<file path="config.mk">
export PLATFORM = sky130hd
export DESIGN_NAME = instr_fetch_unit
export DESIGN_NICKNAME = d
export VERILOG_FILES = /design/src/rtl/mips_pkg.sv /design/src/rtl/fetch_pc_reg.sv /design/src/rtl/instr_fetch_unit.sv
export SDC_FILE = /design/constraint.sdc
export NUM_CORES = 1
export LEC_CHECK = 0
export CORE_MARGIN = 3
export CORE_UTILIZATION = 41
export CTS_CLUSTER_DIAMETER = 30
export CTS_CLUSTER_SIZE = 16
export DETAILED_ROUTE_END_ITERATION = 16
export PLACE_DENSITY = 0.76
export SYNTH_ARGS = -nofsm -noshare
export SYNTH_HDL_FRONTEND = slang
export SYNTH_SLANG_ARGS = --single-unit
</file>
<file path="constraint.sdc">
create_clock -name clk -period 1.8 [get_ports clk]
set_input_delay 0.36 -clock clk [delete_from_list [all_inputs] [get_ports clk]]
set_output_delay 0.36 -clock clk [all_outputs]
set_load 0.02 [all_outputs]
</file>
<file path="src/rtl/mips_pkg.sv">
// Shared MIPS-subset definitions: opcodes, NOP word and fetch FSM state encoding.
package mips_pkg;
  localparam int unsigned XLEN = 32;
  localparam int unsigned OPW  = 6;

  localparam logic [OPW-1:0] OP_RTYPE = 6'h00;
  localparam logic [OPW-1:0] OP_LW    = 6'h23;
  localparam logic [OPW-1:0] OP_SW    = 6'h2b;
  localparam logic [OPW-1:0] OP_ADDI  = 6'h08;
  localparam logic [OPW-1:0] OP_BEQ   = 6'h04;
  localparam logic [OPW-1:0] OP_BNE   = 6'h05;
  localparam logic [OPW-1:0] OP_HALT  = 6'h3f;

  localparam logic [XLEN-1:0] NOP_WORD = 32'h0000_0000;

  typedef enum logic [1:0] {
    FS_IDLE   = 2'd0,
    FS_RUN    = 2'd1,
    FS_HALTED = 2'd2
  } fetch_state_e;

  // Word-align a byte address.
  function automatic logic [XLEN-1:0] align_word(input logic [XLEN-1:0] a);
    return {a[XLEN-1:2], 2'b00};
  endfunction
endpackage

</file>
<file path="src/rtl/fetch_pc_reg.sv">
// Program counter with next-PC selection: hold, sequential +4, or aligned redirect.
module fetch_pc_reg
  import mips_pkg::*;
#(
  parameter logic [31:0] RESET_PC = 32'h0000_0000
) (
  input  logic            clk,
  input  logic            rst_n,
  input  logic            advance,
  input  logic            redirect,
  input  logic [XLEN-1:0] target,
  output logic [XLEN-1:0] pc,
  output logic [XLEN-1:0] pc_inc
);

  assign pc_inc = pc + 32'd4;

  // Redirect outranks sequential advance.
  always_ff @(posedge clk or negedge rst_n) begin
    if (!rst_n) begin
      pc <= align_word(RESET_PC);
    end else if (redirect) begin
      pc <= align_word(target);
    end else if (advance) begin
      pc <= pc_inc;
    end
  end

endmodule

</file>
<file path="src/rtl/instr_fetch_unit.sv">
// Fetch stage: drives instruction memory, holds the output instruction register, handles redirects and HALT.
module instr_fetch_unit #(
  parameter logic [31:0] RESET_PC = 32'h0000_0000,
  parameter logic [5:0]  OP_HALT  = mips_pkg::OP_HALT
) (
  input  logic        clk,
  input  logic        rst_n,
  output logic        imem_req,
  output logic [31:0] imem_addr,
  input  logic        imem_ready,
  input  logic [31:0] imem_rdata,
  input  logic        stall,
  input  logic        br_taken,
  input  logic [31:0] br_target,
  output logic        instr_valid,
  output logic [31:0] instr,
  output logic [5:0]  opcode,
  output logic [31:0] instr_pc,
  output logic [31:0] pc_plus4,
  output logic        halted,
  output logic [31:0] fetch_count
);
  import mips_pkg::*;

  fetch_state_e    state;
  logic [XLEN-1:0] pc;
  logic [XLEN-1:0] pc_inc;
  logic            free;
  logic            redirect;
  logic            transfer;

  assign free      = !instr_valid || !stall;
  assign redirect  = br_taken && (state != FS_IDLE);
  assign imem_req  = (state == FS_RUN) && free && !br_taken;
  assign imem_addr = pc;
  assign transfer  = imem_req && imem_ready;
  assign opcode    = instr[31:26];

  fetch_pc_reg #(
    .RESET_PC (RESET_PC)
  ) u_pc (
    .clk      (clk),
    .rst_n    (rst_n),
    .advance  (transfer),
    .redirect (redirect),
    .target   (br_target),
    .pc       (pc),
    .pc_inc   (pc_inc)
  );

  // FSM, output register and fetch counter.
  always_ff @(posedge clk or negedge rst_n) begin
    if (!rst_n) begin
      state       <= FS_IDLE;
      instr_valid <= 1'b0;
      instr       <= NOP_WORD;
      instr_pc    <= 32'h0;
      pc_plus4    <= 32'h0;
      halted      <= 1'b0;
      fetch_count <= 32'h0;
    end else begin
      case (state)
        FS_IDLE: state <= FS_RUN;
        FS_RUN: begin
          if (transfer && (imem_rdata[31:26] == OP_HALT)) begin
            state  <= FS_HALTED;
            halted <= 1'b1;
          end
        end
        FS_HALTED: begin
          if (br_taken) begin
            state  <= FS_RUN;
            halted <= 1'b0;
          end
        end
        default: state <= FS_IDLE;
      endcase

      // Redirect squashes the held word; otherwise load, drain, or hold.
      if (redirect) begin
        instr_valid <= 1'b0;
        instr       <= NOP_WORD;
      end else if (transfer) begin
        instr       <= imem_rdata;
        instr_pc    <= pc;
        pc_plus4    <= pc_inc;
        instr_valid <= 1'b1;
        fetch_count <= fetch_count + 32'd1;
      end else if (instr_valid && !stall) begin
        instr_valid <= 1'b0;
        instr       <= NOP_WORD;
      end
    end
  end

endmodule

</file>
==> flow_summary.ini, run 1 <==
[logic_synthesis]
synth_mux_area_share_pct = 0.161
postSynthAreaPerCell_sq_um = 10.4
synth_common_cells = 158 x dfrtp_1, 150 x nand2_1, 36 x xnor2_1, 33 x a22o_1, 32 x o21ai_1
synthAdderAreaFrac_pct = 0.359
synth-xor-area-share_pct = 7.41
yosysSeqAreaShare_pct = 56.7
synth_edf_count = 0
synth.distinct_cells = 42
ys.warnings.count = 0
yosysMostFrequentCell = dfrtp_1
syn_inst = 669
synth_simple_gate_area_share_pct = 18.7
synth_top_area_share_pct = 56.7
synth_top_area_cell = dfrtp_1
synth-main-ff-cell = dfrtp_1
synthTopCellsByArea = dfrtp_1 57%, nand2_1 8.1%, xnor2_1 4.5%
synth_async_sr_flop_share_pct = 100
synth_compound_area_share_pct = 12.4
ys_ff_latch = 158
synth_area_sq_um = 6980
synth_top_family_by_area = simple AND/OR/NAND/NOR gates

[placement]
gp_congestion = 0.823
portBuffers = 229
hpwl_microns = 14400
placed_cells = 1141
dpl_worst_slack_ps = -491
post_dp_cell_area_sq_um = 10000

[cts]
cts_root_buffer = clkbuf_16
cts.htree.levels = 4
cts_tree = built
path_clk_slew_ps = 60
cts.path.max_buffers = 2
clock_sinks = 158
cts_buffers = 17
insertion_delay_ps = 420

[floorplan]
start_util_pct = 41.9
core_sq_um = 16600
die_h_microns = 136
rows = 47
dieWidth_microns = 136
pin_count = 238
die_area_sq_um = 18600

[timing]
slew_viol_final = 0
finalHoldViolations = 0
clock_skew_ps = 6.39
rsz0062_at_grt = true
setup_slack_ps = -10.3
fin_tns_setup_ps = -10.3
max_freq_ghz = 0.552
finalCritPeriodShare_pct = 101
min_period_ps = 1810
setup_viol = 1

[route]
drt_iter0_drc = 365
wl_per_cell_microns = 17.1
antenna_left = 0
first_pass_iters = 6
wl_microns = 20200
via_per_inst = 5.09
remaining_drc_errors = 0
vias = 6030

[layout]
diodes = 0
area_delta_synth_final_pct = 54.5
final_cell_area_sq_um = 10800
final_util_pct = 64.8
register_area_sq_um = 3970
fillers = 1311
fin_cells = 1184
nets = 1022
multiInputGateArea_sq_um = 2910
drive_gt1_share_pct = 16.7

[power_and_ir_drop]
ir_drop_v = 0.000681
leakagePower_nw = 5.36
pwr_density_cell_nw_per_um2 = 1000

[run_status]
violations = setup timing
outcome = finished, violations left

[job]
maxCapViolations = 0

[setup_path]
reg2reg_to = fetch_count[27]$_DFFE_PN0P_
crit_type = input pin to register
startpoint = imem_ready
start_kind = input pin
critical_path_arrival_ps = 2160
end_kind = register
reg2regPathDepth = 5
critPathMaxFanout = 17
regToRegStartpoint = fetch_count[5]$_DFFE_PN0P_
reg2reg_slack_ps = 30
worstPathRequired_ps = 2150

[grt]
antenna_found_initial = 0
grt_start_max_net_pins = 76
grt_pass1_wl_microns = 31500
grt_pass1_vias = 6176
grt_overflow = 0
grt_use_total_pct = 21.6

[hold_path]
hp-class = input pin to async pin
final cells by class:
cell class / instances / area share (%)
Clock inverter: 12 / 1.35
Timing Repair Buffer: 315 / 28.2
Clock buffer: 20 / 4.05
Multi-Input combinational cell: 455 / 27.0
Sequential cell: 158 / 36.8
Tap cell: 220 / 2.55
Inverter: 4 / 0.139
where the power goes:
| part | switching (mW) | total [mW] | internal [mW] |
|---|---|---|---|
| sequential | 0.371 | 4.39 | 4.01 |
| clock | 1.42 | 3.58 | 2.17 |
| combinational | 1.52 | 2.85 | 1.33 |
| total | 3.31 | 10.8 | 7.51 |
placed cells by master (no fill, tap or decap), drive strengths merged, types with 2 or more instances in the layout:
cell / Yosys / routed
a221o: 10 / 10
nand4: 20 / 20
dlygate4sd2: 0 / 73
nand2: 151 / 151
nor2: 19 / 19
a22oi: 14 / 14
xor2: 23 / 23
buf: 32 / 87
clkdlybuf4s50: 0 / 129
and2: 5 / 5
nor3: 5 / 5
a21oi: 5 / 5
inv: 4 / 4
o311ai: 2 / 2
clkbuf: 25 / 20
and4: 6 / 6
dlymetal6s2s: 0 / 25
conb: 1 / 6
dfrtp: 158 / 158
nand3: 24 / 24
a21o: 6 / 6
clkinv: 0 / 5
nor3b: 4 / 4
clkinvlp: 0 / 4
o21ai: 53 / 53
and3: 15 / 15
nor4: 10 / 10
a22o: 33 / 33
bufinv: 0 / 3
ha: 2 / 2
xnor2: 36 / 36
flip-flops by register name, indices dropped and copies added (netlist names):
| name | cells |
|---|---|
| halted | 1 |
| instr_pc | 30 |
| fetch_count | 32 |
| instr | 32 |
| u_pc.pc | 30 |
| pc_plus4 | 30 |
| state | 2 |
| instr_valid | 1 |
how the worst max path moves through the flow:
stage	depth (start not counted)	endpoint
finish	8	u_pc.pc[10]$_DFFE_PN0P_
global route	5	fetch_count[27]$_DFFE_PN0P_
CTS	1	fetch_count[29]
detailed placement	7	u_pc.pc[10]$_DFFE_PN0P_
global placement	8	instr[25]$_DFFE_PN0P_
floorplan	6	pc_plus4[23]$_DFFE_PN0P_
per-stage QoR:
| step | power [mW] | hold WS (ps) |
|---|---|---|
| after floorplan | 5.77 | 64.4 |
| after global placement | 7.33 | 191 |
| after detailed placement | 7.38 | 190 |
| after CTS | 10.9 | 308 |
| after global routing | 11.4 | 341 |
| final | 10.8 | 330 |
metal layers:
layer	GRT usage (%)	wire, microns	vias to the layer above
met1	28.3	8540	2914
met5	0	0	-
met2	34.6	9910	210
li1	-	-	2872
met4	8.57	550	0
met3	5.18	1230	34
worst max-delay path, stage by stage:
cell,delay (ps)
clkdlybuf4s50_1,550
nor4bb_4,350
buf_4,180
nand2_4,80
buf_12,160
buf_4,130
o21ai_0,160
a221o_1,170
cells by family after synthesis:
kind of cell	count (synthesis)
and+or+nand+nor	262
muxes	1
buffers and inverters	61
adders and majority gates	2
xor gates and xnor gates	59
AOI/OAI and AO/OA	125
DFF	158
other	1
timing repair:
action / CTS / global route
pin swaps: 0 / 9
setup buffers: 0 / 11
hold buffers: 1 / 0
cloned: 0 / 0
hold endpoints to repair: 13 / 0
endpoints found under the setup margin: 118 / 107
resized for setup: 84 / 46
No activity file was read; power rests on OpenSTA's default activity.
==> inputs of run 2 (changes only) <==
Settings changed: CTS_CLUSTER_SIZE 16 to unset.
==> results of run 2 <==
Final layout, timing and power as in run 1 (identical DEF).
